[src/rtl/sdram_pkg.sv]
// Shared SDRAM controller definitions: burst-buffer FSM encodings and burst-length helpers.
package sdram_pkg;

   typedef enum logic [1:0] {W_FILL, W_REQ, W_BUSY} wr_state_e;
   typedef enum logic [1:0] {R_IDLE, R_REQ, R_FILL, R_DRAIN} rd_state_e;
   typedef enum logic [1:0] {H_NONE, H_WR, H_RD} arb_hold_e;

   function automatic bit bl_legal(input int unsigned bl);
      return (bl == 1) || (bl == 2) || (bl == 4) || (bl == 8);
   endfunction

   // Counter width for a burst index; a BL of 1 still gets a 1-bit counter.
   function automatic int unsigned cnt_w(input int unsigned bl);
      return (bl > 1) ? $clog2(bl) : 1;
   endfunction

endpackage

[src/rtl/sdram_burst_buf_if.sv]
// User-side write-beat, read-address and read-data channels of the SDRAM burst buffer.
interface sdram_burst_buf_if #(
   parameter int unsigned DATA_W = 16,
   parameter int unsigned ADDR_W = 24
);
   logic [DATA_W-1:0]   wr_data;
   logic [DATA_W/8-1:0] wr_strb;
   logic [ADDR_W-1:0]   wr_addr;
   logic                wr_last;
   logic                wr_valid;
   logic                wr_ready;
   logic [ADDR_W-1:0]   rd_addr;
   logic                rd_avalid;
   logic                rd_aready;
   logic [DATA_W-1:0]   rd_data;
   logic                rd_last;
   logic                rd_valid;
   logic                rd_ready;

   modport master (
      output wr_data, wr_strb, wr_addr, wr_last, wr_valid, rd_addr, rd_avalid, rd_ready,
      input  wr_ready, rd_aready, rd_data, rd_last, rd_valid
   );

   modport slave (
      input  wr_data, wr_strb, wr_addr, wr_last, wr_valid, rd_addr, rd_avalid, rd_ready,
      output wr_ready, rd_aready, rd_data, rd_last, rd_valid
   );
endinterface

[src/rtl/sdram_rr_arb.sv]
// Two-requester round-robin arbiter for the controller; a raised grant is held until acknowledged.
module sdram_rr_arb
   import sdram_pkg::*;
(
   input  logic clk,
   input  logic rst_n,
   input  logic req_wr,
   input  logic req_rd,
   input  logic ack_wr,
   input  logic ack_rd,
   input  logic busy,
   output logic gnt_wr,
   output logic gnt_rd
);
   arb_hold_e hold_q;
   logic      prio_rd_q;
   logic      contest;

   assign contest = (hold_q == H_NONE) && !busy && req_wr && req_rd;

   always_comb begin
      gnt_wr = 1'b0;
      gnt_rd = 1'b0;
      case (hold_q)
         H_WR:    gnt_wr = 1'b1;
         H_RD:    gnt_rd = 1'b1;
         default: begin
            if (!busy) begin
               if (contest) begin
                  gnt_rd = prio_rd_q;
                  gnt_wr = !prio_rd_q;
               end else begin
                  gnt_wr = req_wr;
                  gnt_rd = req_rd;
               end
            end
         end
      endcase
   end

   // Priority flips only on contested decisions, so uncontested traffic does not skew alternation.
   always_ff @(posedge clk or negedge rst_n) begin
      if (!rst_n) begin
         hold_q    <= H_NONE;
         prio_rd_q <= 1'b1;
      end else begin
         if (gnt_wr && !ack_wr)      hold_q <= H_WR;
         else if (gnt_rd && !ack_rd) hold_q <= H_RD;
         else                        hold_q <= H_NONE;
         if (contest) prio_rd_q <= !prio_rd_q;
      end
   end
endmodule

[src/rtl/sdram_burst_buf.sv]
// Burst buffer between a user beat stream and an SDRAM controller: one write and one read burst in flight.
module sdram_burst_buf
   import sdram_pkg::*;
#(
   parameter int unsigned DATA_W = 16,
   parameter int unsigned ADDR_W = 24,
   parameter int unsigned BL     = 4
) (
   input  logic                clk,
   input  logic                rst_n,
   sdram_burst_buf_if.slave    usr,
   output logic                sd_wr_req,
   input  logic                sd_wr_ack,
   output logic [ADDR_W-1:0]   sd_wr_addr,
   input  logic                sd_wr_dvalid,
   input  logic                sd_wr_done,
   output logic [DATA_W-1:0]   sd_dq_o,
   output logic [DATA_W/8-1:0] sd_dqm_o,
   output logic                sd_dq_oe,
   output logic                sd_rd_req,
   input  logic                sd_rd_ack,
   output logic [ADDR_W-1:0]   sd_rd_addr,
   input  logic [DATA_W-1:0]   sd_dq_i,
   input  logic                sd_rd_dvalid,
   input  logic                sd_rd_done
);
   localparam int unsigned   CW       = cnt_w(BL);
   localparam int unsigned   SW       = DATA_W / 8;
   localparam logic [CW-1:0] LAST_IDX = CW'(BL - 1);
   localparam logic [CW:0]   FILL_END = (CW + 1)'(BL);

   if (!bl_legal(BL) || (DATA_W % 8) != 0) begin : g_param_check
      $error("sdram_burst_buf: BL must be 1, 2, 4 or 8 and DATA_W a multiple of 8");
   end

   wr_state_e ws_q, ws_d;
   rd_state_e rs_q, rs_d;
   logic [CW-1:0]     wcnt_q, pidx_q, dcnt_q;
   logic [CW:0]       fcnt_q;
   logic [ADDR_W-1:0] waddr_q, raddr_q;
   logic [DATA_W-1:0] wmem [BL];
   logic [SW-1:0]     wmsk [BL];
   logic [DATA_W-1:0] rmem [BL];
   logic wr_fire, wr_end, rd_fire, rd_end, wr_acc, rd_acc;
   logic wr_ready_c, dq_oe_c, rd_aready_c, rd_valid_c;

   assign wr_fire = (ws_q == W_FILL) && usr.wr_valid;
   assign wr_end  = wr_fire && ((wcnt_q == LAST_IDX) || usr.wr_last);
   assign rd_fire = (rs_q == R_DRAIN) && usr.rd_ready;
   assign rd_end  = rd_fire && (dcnt_q == LAST_IDX);
   assign wr_acc  = sd_wr_req && sd_wr_ack;
   assign rd_acc  = sd_rd_req && sd_rd_ack;

   sdram_rr_arb u_arb (
      .clk    (clk),
      .rst_n  (rst_n),
      .req_wr (ws_q == W_REQ),
      .req_rd (rs_q == R_REQ),
      .ack_wr (sd_wr_ack),
      .ack_rd (sd_rd_ack),
      .busy   ((ws_q == W_BUSY) || (rs_q == R_FILL)),
      .gnt_wr (sd_wr_req),
      .gnt_rd (sd_rd_req)
   );

   always_ff @(posedge clk or negedge rst_n) begin
      if (!rst_n) begin
         ws_q <= W_FILL;
         rs_q <= R_IDLE;
      end else begin
         ws_q <= ws_d;
         rs_q <= rs_d;
      end
   end

   always_comb begin
      ws_d        = ws_q;
      rs_d        = rs_q;
      wr_ready_c  = (ws_q == W_FILL);
      dq_oe_c     = (ws_q == W_BUSY);
      rd_aready_c = (rs_q == R_IDLE);
      rd_valid_c  = (rs_q == R_DRAIN);
      case (ws_q)
         W_FILL:  if (wr_end) ws_d = W_REQ;
         W_REQ:   if (wr_acc) ws_d = W_BUSY;
         W_BUSY:  if (sd_wr_done) ws_d = W_FILL;
         default: ws_d = W_FILL;
      endcase
      case (rs_q)
         R_IDLE:  if (usr.rd_avalid) rs_d = R_REQ;
         R_REQ:   if (rd_acc) rs_d = R_FILL;
         R_FILL:  if (sd_rd_done) rs_d = R_DRAIN;
         R_DRAIN: if (rd_end) rs_d = R_IDLE;
         default: rs_d = R_IDLE;
      endcase
   end

   always_ff @(posedge clk or negedge rst_n) begin
      if (!rst_n) begin
         wcnt_q  <= '0;
         pidx_q  <= '0;
         fcnt_q  <= '0;
         dcnt_q  <= '0;
         waddr_q <= '0;
         raddr_q <= '0;
      end else begin
         if (wr_fire) begin
            wcnt_q <= wr_end ? '0 : wcnt_q + 1'b1;
            if (wcnt_q == '0) waddr_q <= usr.wr_addr;
         end
         if (ws_q == W_BUSY && sd_wr_done)
            pidx_q <= '0;
         else if (ws_q == W_BUSY && sd_wr_dvalid && pidx_q != LAST_IDX)
            pidx_q <= pidx_q + 1'b1;
         if (rs_q == R_IDLE && usr.rd_avalid) raddr_q <= usr.rd_addr;
         if (rs_q == R_FILL && sd_rd_done)
            fcnt_q <= '0;
         else if (rs_q == R_FILL && sd_rd_dvalid && fcnt_q != FILL_END)
            fcnt_q <= fcnt_q + 1'b1;
         if (rd_fire) dcnt_q <= rd_end ? '0 : dcnt_q + 1'b1;
      end
   end

   // Buffers are not reset; an early wr_last masks every entry above the final beat.
   always_ff @(posedge clk) begin
      if (wr_fire) begin
         for (int unsigned i = 0; i < BL; i++) begin
            if (i == 32'(wcnt_q)) begin
               wmem[i] <= usr.wr_data;
               wmsk[i] <= ~usr.wr_strb;
            end else if (usr.wr_last && i > 32'(wcnt_q)) begin
               wmsk[i] <= '1;
            end
         end
      end
      if (rs_q == R_FILL && sd_rd_dvalid) begin
         for (int unsigned i = 0; i < BL; i++)
            if (i == 32'(fcnt_q)) rmem[i] <= sd_dq_i;
      end
   end

   assign usr.wr_ready  = wr_ready_c;
   assign usr.rd_aready = rd_aready_c;
   assign usr.rd_valid  = rd_valid_c;
   assign usr.rd_data   = rmem[dcnt_q];
   assign usr.rd_last   = rd_valid_c && (dcnt_q == LAST_IDX);
   assign sd_dq_oe      = dq_oe_c;
   assign sd_dq_o       = wmem[pidx_q];
   assign sd_dqm_o      = wmsk[pidx_q];
   assign sd_wr_addr    = waddr_q;
   assign sd_rd_addr    = raddr_q;
endmodule

[src/flat_wrapper.sv]
// flat-port wrapper written by rule: the top's interface ports become plain ports
module sdram_burst_buf_flat import sdram_pkg::*;
#(
   parameter int unsigned DATA_W = 16,
   parameter int unsigned ADDR_W = 24,
   parameter int unsigned BL     = 4
)
  (clk, rst_n, sd_wr_req, sd_wr_ack, sd_wr_addr, sd_wr_dvalid, sd_wr_done, sd_dq_o, sd_dqm_o, sd_dq_oe, sd_rd_req, sd_rd_ack, sd_rd_addr, sd_dq_i, sd_rd_dvalid, sd_rd_done, usr_wr_data, usr_wr_strb, usr_wr_addr, usr_wr_last, usr_wr_valid, usr_rd_addr, usr_rd_avalid, usr_rd_ready, usr_wr_ready, usr_rd_aready, usr_rd_data, usr_rd_last, usr_rd_valid);
  sdram_burst_buf_if #(.DATA_W(DATA_W), .ADDR_W(ADDR_W)) usr_i ();
  input  logic clk;
  input  logic rst_n;
  output logic sd_wr_req;
  input  logic sd_wr_ack;
  output logic [ADDR_W-1:0] sd_wr_addr;
  input  logic sd_wr_dvalid;
  input  logic sd_wr_done;
  output logic [DATA_W-1:0] sd_dq_o;
  output logic [DATA_W/8-1:0] sd_dqm_o;
  output logic sd_dq_oe;
  output logic sd_rd_req;
  input  logic sd_rd_ack;
  output logic [ADDR_W-1:0] sd_rd_addr;
  input  logic [DATA_W-1:0] sd_dq_i;
  input  logic sd_rd_dvalid;
  input  logic sd_rd_done;
  input wire logic [$bits(usr_i.wr_data)-1:0] usr_wr_data;
  input wire logic [$bits(usr_i.wr_strb)-1:0] usr_wr_strb;
  input wire logic [$bits(usr_i.wr_addr)-1:0] usr_wr_addr;
  input wire logic [$bits(usr_i.wr_last)-1:0] usr_wr_last;
  input wire logic [$bits(usr_i.wr_valid)-1:0] usr_wr_valid;
  input wire logic [$bits(usr_i.rd_addr)-1:0] usr_rd_addr;
  input wire logic [$bits(usr_i.rd_avalid)-1:0] usr_rd_avalid;
  input wire logic [$bits(usr_i.rd_ready)-1:0] usr_rd_ready;
  output wire logic [$bits(usr_i.wr_ready)-1:0] usr_wr_ready;
  output wire logic [$bits(usr_i.rd_aready)-1:0] usr_rd_aready;
  output wire logic [$bits(usr_i.rd_data)-1:0] usr_rd_data;
  output wire logic [$bits(usr_i.rd_last)-1:0] usr_rd_last;
  output wire logic [$bits(usr_i.rd_valid)-1:0] usr_rd_valid;
  assign usr_i.wr_data = usr_wr_data;
  assign usr_i.wr_strb = usr_wr_strb;
  assign usr_i.wr_addr = usr_wr_addr;
  assign usr_i.wr_last = usr_wr_last;
  assign usr_i.wr_valid = usr_wr_valid;
  assign usr_i.rd_addr = usr_rd_addr;
  assign usr_i.rd_avalid = usr_rd_avalid;
  assign usr_i.rd_ready = usr_rd_ready;
  assign usr_wr_ready = usr_i.wr_ready;
  assign usr_rd_aready = usr_i.rd_aready;
  assign usr_rd_data = usr_i.rd_data;
  assign usr_rd_last = usr_i.rd_last;
  assign usr_rd_valid = usr_i.rd_valid;
  sdram_burst_buf #(.DATA_W(DATA_W), .ADDR_W(ADDR_W), .BL(BL)) u_core (.clk(clk), .rst_n(rst_n), .usr(usr_i), .sd_wr_req(sd_wr_req), .sd_wr_ack(sd_wr_ack), .sd_wr_addr(sd_wr_addr), .sd_wr_dvalid(sd_wr_dvalid), .sd_wr_done(sd_wr_done), .sd_dq_o(sd_dq_o), .sd_dqm_o(sd_dqm_o), .sd_dq_oe(sd_dq_oe), .sd_rd_req(sd_rd_req), .sd_rd_ack(sd_rd_ack), .sd_rd_addr(sd_rd_addr), .sd_dq_i(sd_dq_i), .sd_rd_dvalid(sd_rd_dvalid), .sd_rd_done(sd_rd_done));
endmodule
[config.mk]
export PLATFORM = sky130hd
export DESIGN_NAME = sdram_burst_buf_flat
export DESIGN_NICKNAME = d
export VERILOG_FILES = /design/src/rtl/sdram_pkg.sv /design/src/rtl/sdram_burst_buf_if.sv /design/src/rtl/sdram_rr_arb.sv /design/src/rtl/sdram_burst_buf.sv /design/src/flat_wrapper.sv
export SDC_FILE = /design/constraint.sdc
export NUM_CORES = 1
export LEC_CHECK = 0
export ABC_AREA = 0
export CAP_MARGIN = 0
export CORE_UTILIZATION = 45
export CTS_CLUSTER_DIAMETER = 80
export DETAILED_ROUTE_END_ITERATION = 7
export GPL_ROUTABILITY_DRIVEN = 0
export PLACE_DENSITY = 0.8
export SYNTH_ARGS = -nofsm -noshare
export SYNTH_HDL_FRONTEND = slang
export SYNTH_HIERARCHICAL = 1
export SYNTH_SLANG_ARGS = --single-unit
export TNS_END_PERCENT = 100
[constraint.sdc]
create_clock -name clk -period 2.7 [get_ports clk]
set_input_delay 0.405 -clock clk [delete_from_list [all_inputs] [get_ports clk]]
set_output_delay 0.405 -clock clk [all_outputs]
set_load 0.05 [all_outputs]
== Word level (Yosys, flattened, before mapping) ==
Memories as Yosys holds them, arrays and structs flattened.
Cells that the tools add are included.
W data, S select, Z words.

* Input bits: 94
* Memory bits (writable): 136
* Memories kept: 3
* Logic and storage cells: 172
* Register bits: 64
* Output and inout port bits: 89

* Reductions and logical operators: 44
* Add/subtract/negate cells: 4
* Muxes and demuxes: 80
* Magnitude comparators: 3
* Bitwise operators: 4
* Equal/unequal tests: 24

{| class="wikitable"
|+ Memory list
! memory !! words !! width !! rd ports !! clocked after Yosys merged registers in !! wr ports !! line !! text
|-
| u_core.rmem || 4 || 16 || 1 || 0 || 1 || sdram_burst_buf.sv:43 || <nowiki>logic [DATA_W-1:0] rmem [BL];</nowiki>
|-
| u_core.wmem || 4 || 16 || 1 || 0 || 1 || sdram_burst_buf.sv:41 || <nowiki>logic [DATA_W-1:0] wmem [BL];</nowiki>
|-
| u_core.wmsk || 4 || 2 || 1 || 0 || 4 || sdram_burst_buf.sv:42 || <nowiki>logic [SW-1:0] wmsk [BL];</nowiki>
|}

{| class="wikitable"
|+ Operators with widths
! kind !! number
|-
| $mux W16 || 6
|-
| $reduce_or A16 Y1 || 6
|-
| $mux W1 || 46
|-
| $mux W2 || 22
|-
| $logic_and A1 B1 Y1 || 22
|-
| $eq A2 B2 Y1 const B || 6
|-
| $logic_not A2 Y1 || 4
|-
| $ne A2 B1 Y1 const B || 4
|-
| $ne A2 B2 Y1 const B || 4
|-
| $pmux W2 S4 || 1
|-
| $add A2 B1 Y2 const B || 3
|-
| $eq A2 B1 Y1 const B || 3
|-
| $eq A2 B3 Y1 const A || 2
|-
| $mux W3 || 2
|-
| $pmux W2 S3 || 1
|-
| $eq A2 B2 Y1 const A || 2
|-
| $gt A2 B2 Y1 const A || 2
|-
| $logic_not A1 Y1 || 4
|-
| $pmux W1 S2 || 2
|-
| $reduce_and A4 Y1 || 1
|-
| $reduce_bool A2 Y1 || 2
|-
| $add A3 B1 Y3 const B || 1
|-
| $eq A1 B3 Y1 const A || 1
|-
| $logic_not A3 Y1 || 1
|-
| 8 further kinds || 11
|}

== Longest topological paths before layout ==
Gate-level depths: netlist of the first run.

* Depth in word-level cells: 12
* Mapped depth: 10
* Gate-level depth less buffers: 9

== Cells and area by module ==
Netlist of the first run, hierarchy kept.

{| class="wikitable"
|+ By module, submodules not included
! module !! times used !! sequential area each (um^2) !! cells an instance !! area each (um^2)
|-
| sdram_burst_buf || 1 || 5590.4 || 387 || 7776.2
|-
| sdram_rr_arb || 1 || 76.3 || 21 || 214.0
|}

== Least setup slack after synthesis of the first run ==
OpenSTA, ideal clock, no wires.

* Kind: register to register
* Start point: reg u_core.rs_q[0]
* End point: reg u_core.rs_q[1]
* Cell stages (with the launch flop): 11
* Slack: 130 ps
* Data required time: 2572 ps
* Arrival time: 2443 ps
* Buffers on the path: 1
* Path through: dfrtp_1 -> inv_1 -> ha_1 -> buf_2 -> nand2b_1 -> nor2_1 -> a32oi_1 -> inv_1 -> nand2_1 -> a2111oi_4 -> mux2_1

* Word-level cells in the longest chain between the ends: 12
* Elaborated cells between the ends (all ways): 21
* Those cells by class: eq/ne: 7; mux: 4; reduce/logical: 10

{| class="wikitable"
|+ RTL lines
! what !! line !! text
|-
| start, declared || sdram_burst_buf.sv:37 || <nowiki>rd_state_e rs_q, rs_d;</nowiki>
|-
| start signal, assigned || sdram_burst_buf.sv:72 || <nowiki>rs_q <= rs_d;</nowiki>
|-
| $eq A2 B2 Y1 || sdram_burst_buf.sv:61 || <nowiki>.busy ((ws_q == W_BUSY) || (rs_q == R_FILL)),</nowiki>
|-
| $logic_or A1 B1 Y1 || sdram_burst_buf.sv:61 ||
|-
| $logic_not A1 Y1 || -- ||
|-
| $logic_and A1 B1 Y1 (3 in a row) || sdram_rr_arb.sv:19 || <nowiki>assign contest = (hold_q == H_NONE) && !busy && req_wr && req_rd;</nowiki>
|-
| $mux W1 || sdram_rr_arb.sv:29 || <nowiki>if (contest) begin</nowiki>
|-
| $mux W1 * || sdram_rr_arb.sv:28 || <nowiki>if (!busy) begin</nowiki>
|-
| $pmux W1 S2 * || sdram_rr_arb.sv:24 || <nowiki>case (hold_q)</nowiki>
|-
| via sd_rd_req || flat_wrapper.sv:20 || <nowiki>output logic sd_rd_req;</nowiki>
|-
| $logic_and A1 B1 Y1 * || sdram_burst_buf.sv:52 || <nowiki>assign rd_acc = sd_rd_req && sd_rd_ack;</nowiki>
|-
| $ne A2 B1 Y1 (no source line) * || -- ||
|-
| $reduce_and A4 Y1 (no source line) * || -- ||
|}

The timed path passes the listed nets; every way through them passes the cells marked *.
A chain may end at the register's enable or synchronous reset.

== Worst setup path in the final report of the first run ==
* Start point: reg u_core.dcnt_q[0]
* End point: out usr_rd_data[14]

* Word-level cells in the longest chain between the ends: 1

{| class="wikitable"
|+ RTL lines
! what !! line !! text
|-
| start, declared || sdram_burst_buf.sv:38 || <nowiki>logic [CW-1:0] wcnt_q, pidx_q, dcnt_q;</nowiki>
|-
| start signal, assigned || sdram_burst_buf.sv:120 || <nowiki>if (rd_fire) dcnt_q <= rd_end ? '0 : dcnt_q + 1'b1;</nowiki>
|-
| $mem_v2 Z4 W16 || -- ||
|-
| end, declared || flat_wrapper.sv:36 || <nowiki>output wire logic [$bits(usr_i.rd_data)-1:0] usr_rd_data;</nowiki>
|}

No other way between the ends.

==> impl_metrics.ini, run 1 <==
[route]
drt.antenna.violating_nets = 0
viasPerCell = 5.16
vias = 4389
dr.first_iter.drc_count = 189
wire_per_inst_um = 18.8
drcViolationCount = 0
drtPass1Iterations = 5
routed_wl_um = 15900

[placement]
dp_hpwl_um = 11100
portBuffers = 182
placed_cell_area_mm2 = 0.0100

[yosys]
syn_avg_cell_area_um2 = 19.6
synth.area.top_cells = edfxtp_1, dfrtp_1, mux4_2
synth_area_mm2 = 0.00799
synth_warnings = 6
synth_edf_count = 134
netlist.area_leader.share_pct = 50.4
async_flop_share_pct = 32.0
ys.flop_type = edfxtp_1
synth_commonest_cells = edfxtp_1, dfrtp_1, mux4_2
synth-seq-cells = 200
yosysTopAreaCell = edfxtp_1
ys_seq_area_share_pct = 70.9
syn_nets = 521
synthDistinctLibCells = 47
synth_most_common_cell = edfxtp_1
synthCells = 408

[setup_path]
cp.arrival_ns = 2.07
r2r_cells = 9
worstSetupPathType = reg2out
crit_required_ns = 2.30
start_kind = register
critPathMaxFanout = 13
critPathCaptureType = primary output

[timing]
setup_tns_ns = 0
post-route-period-util_pct = 91.5
slew_viol_final = 0
rsz0062_at_grt = false
max_freq_mhz = 405
final_hold_viol_count = 0
finalClockSkew_ns = 0.0108
fin_crit_ns = 2.47
slew_headroom_pct = 62.4
worst_pin_slew_ns = 0.562
finalSetupViolCount = 0

[clocking]
cts_buffer_depth = 2
clk_pin_slew_ns = 0.07
cts.sinks = 200
cts_buffers = 17
cts_tree = done
clockRootBuffer = clkbuf_16
clk_latency_ns = 0.42
htreeDepth = 4

[global_route]
grt_pass1_vias = 4823
track_usage_pct = 18.2
grt_pass1_wl_um = 24900
grt_max_degree = 40
overflow = 0
antenna_found_initial = 0

[job]
cap_violations = 0

[cells_and_area]
diodes = 0
synthToLayoutAreaGrowth_pct = 33.1
n_fill_cell = 1255
nets = 725
fin_area_mm2 = 0.0106
drive_above_1_share_pct = 28.5

[pwr]
ir_worst_vdd_mv = 0.885
power.density_mw_per_mm2 = 1270
total_leakage_power_uw = 0.00398

[floorplan]
initial_core_util_pct = 46.2
pin_count = 183
die_height_um = 135
die_x_um = 135
dieArea_mm2 = 0.0183
row_count = 48
core_mm2 = 0.0173

[outcome]
status = finished clean

[hold_path]
hold_class = in2async
==> worst max-delay path: stages, from the launching register on <==
cell	delay, ns
dfrtp_1	0.54
buf_4	0.35
mux4_2	0.55
buf_4	0.21
==> layout by cell type, fill, tap and decap left out, types with 3 or more instances in the layout <==
| master | instances |
|---|---|
| and2_1 | 4 |
| buf_12 | 3 |
| buf_4 | 51 |
| clkbuf_16 | 17 |
| clkdlybuf4s50_1 | 144 |
| dfrtp_1 | 63 |
| edfxtp_1 | 134 |
| ha_1 | 18 |
| inv_1 | 15 |
| inv_6 | 4 |
| mux2_2 | 32 |
| mux2_4 | 18 |
| mux4_2 | 34 |
| nand2_1 | 13 |
| nand3_1 | 5 |
| nor2_1 | 5 |
| nor2b_1 | 6 |
| nor3b_2 | 4 |
| o21ai_0 | 6 |
==> stage by stage <==
step | hold slack, ns | cells | utilization, % | total power [µW] | worst slack (ns)
2_1_floorplan | 0.109 | 408 | - | 9070 | 0.130
3_3_place_gp | 0.238 | 817 | 58.1 | 11000 | 0.387
3_5_place_dp | 0.245 | 817 | 58.1 | 11100 | 0.251
4_1_cts | 0.316 | 850 | 61.5 | 13600 | 0.141
5_1_grt | 0.344 | 850 | 61.5 | 14000 | 0.0555
6_report | 0.338 | 850 | 61.5 | 13500 | 0.229
==> what timing repair did <==
action / in CTS / in global routing
setup endpoints to repair: 0 / 1
hold endpoints to repair: 5 / 0
setup buffers: 0 / 0
hold buffers: 1 / 0
gates resized for setup: 0 / 1
==> report_power, final <==
group	total, µW	internal (µW)	switching [µW]
registers	4420	4040	386
clock network	2460	1370	1080
logic	6610	2550	4060
==> flip-flops by register name (all words and copies together), names as in the netlist <==
name	cells
u_core/rmem	64
u_core/pidx_q	2
u_core/fcnt_q	3
u_core/sd_rd_addr	24
u_core/u_arb/hold_q	2
u_core/wmsk	8
u_core/wcnt_q	2
u_core/u_arb/prio_rd_q	1
u_core/ws_q	2
u_core/dcnt_q	2
u_core/wmem	64
u_core/rs_q	2
u_core/sd_wr_addr	24
==> per-layer routing <==
layer | share of wire [%] | up-vias | GRT usage, %
li1 | - | 1988 | -
met1 | 39 | 2245 | 21.2
met2 | 53 | 139 | 31.9
met3 | 6.1 | 17 | 5.16
met4 | 1.3 | 0 | 7.18
met5 | 0 | - | 0
==> area by class of cell <==
cell class | count | area (µm²) | share of cell area, %
Timing Repair Buffer | 200 | 1900 | 17.9
Inverter | 15 | 56.3 | 0.529
Sequential cell | 200 | 5670 | 53.3
Tap cell | 225 | 282 | 2.65
Multi-Input combinational cell | 178 | 2160 | 20.3
Clock inverter | 13 | 141 | 1.33
Clock buffer | 19 | 433 | 4.07
==> cells by family (layout without fill, tap and decap cells) <==
| family | Yosys count | in the layout | synth area share (%) |
|---|---|---|---|
| XOR/XNOR | 1 | 1 | 0.110 |
| adder cells (fa/ha/maj) | 19 | 19 | 2.98 |
| flip-flops | 200 | 200 | 70.9 |
| AND/OR/NAND/NOR | 50 | 50 | 3.71 |
| AO/OA/AOI/OAI | 21 | 21 | 2.10 |
| multiplexers | 87 | 87 | 17.9 |
| buffers and inverters | 30 | 247 | 2.32 |
==> final timing paths <==
| check | start | end | slack, ns |
|---|---|---|---|
| setup / recovery | u_core/dcnt_q[0] | usr_rd_data[14] | 0.23 |
| hold / removal | rst_n | u_core/sd_rd_addr[15] | 0.34 |
| setup reg to reg | u_core/rs_q[0] | u_core/rs_q[1] | 0.33 |
| hold reg to reg | u_core/wmsk[2][0] | u_core/wmsk[2][0] | 0.46 |
| max in group asynchronous | rst_n | u_core/sd_wr_addr[0] | 1.62 |
| min in group clk | u_core/wmsk[2][0] | u_core/wmsk[2][0] | 0.46 |
No activity file was read; power rests on OpenSTA's default activity.
==> inputs of run 2 (changes only) <==
- GPL_ROUTABILITY_DRIVEN: 0 -> not set
- SLEW_MARGIN: not set -> 20
==> results of run 2 <==
The final DEF is identical to that of run 1; final timing and power are the same.
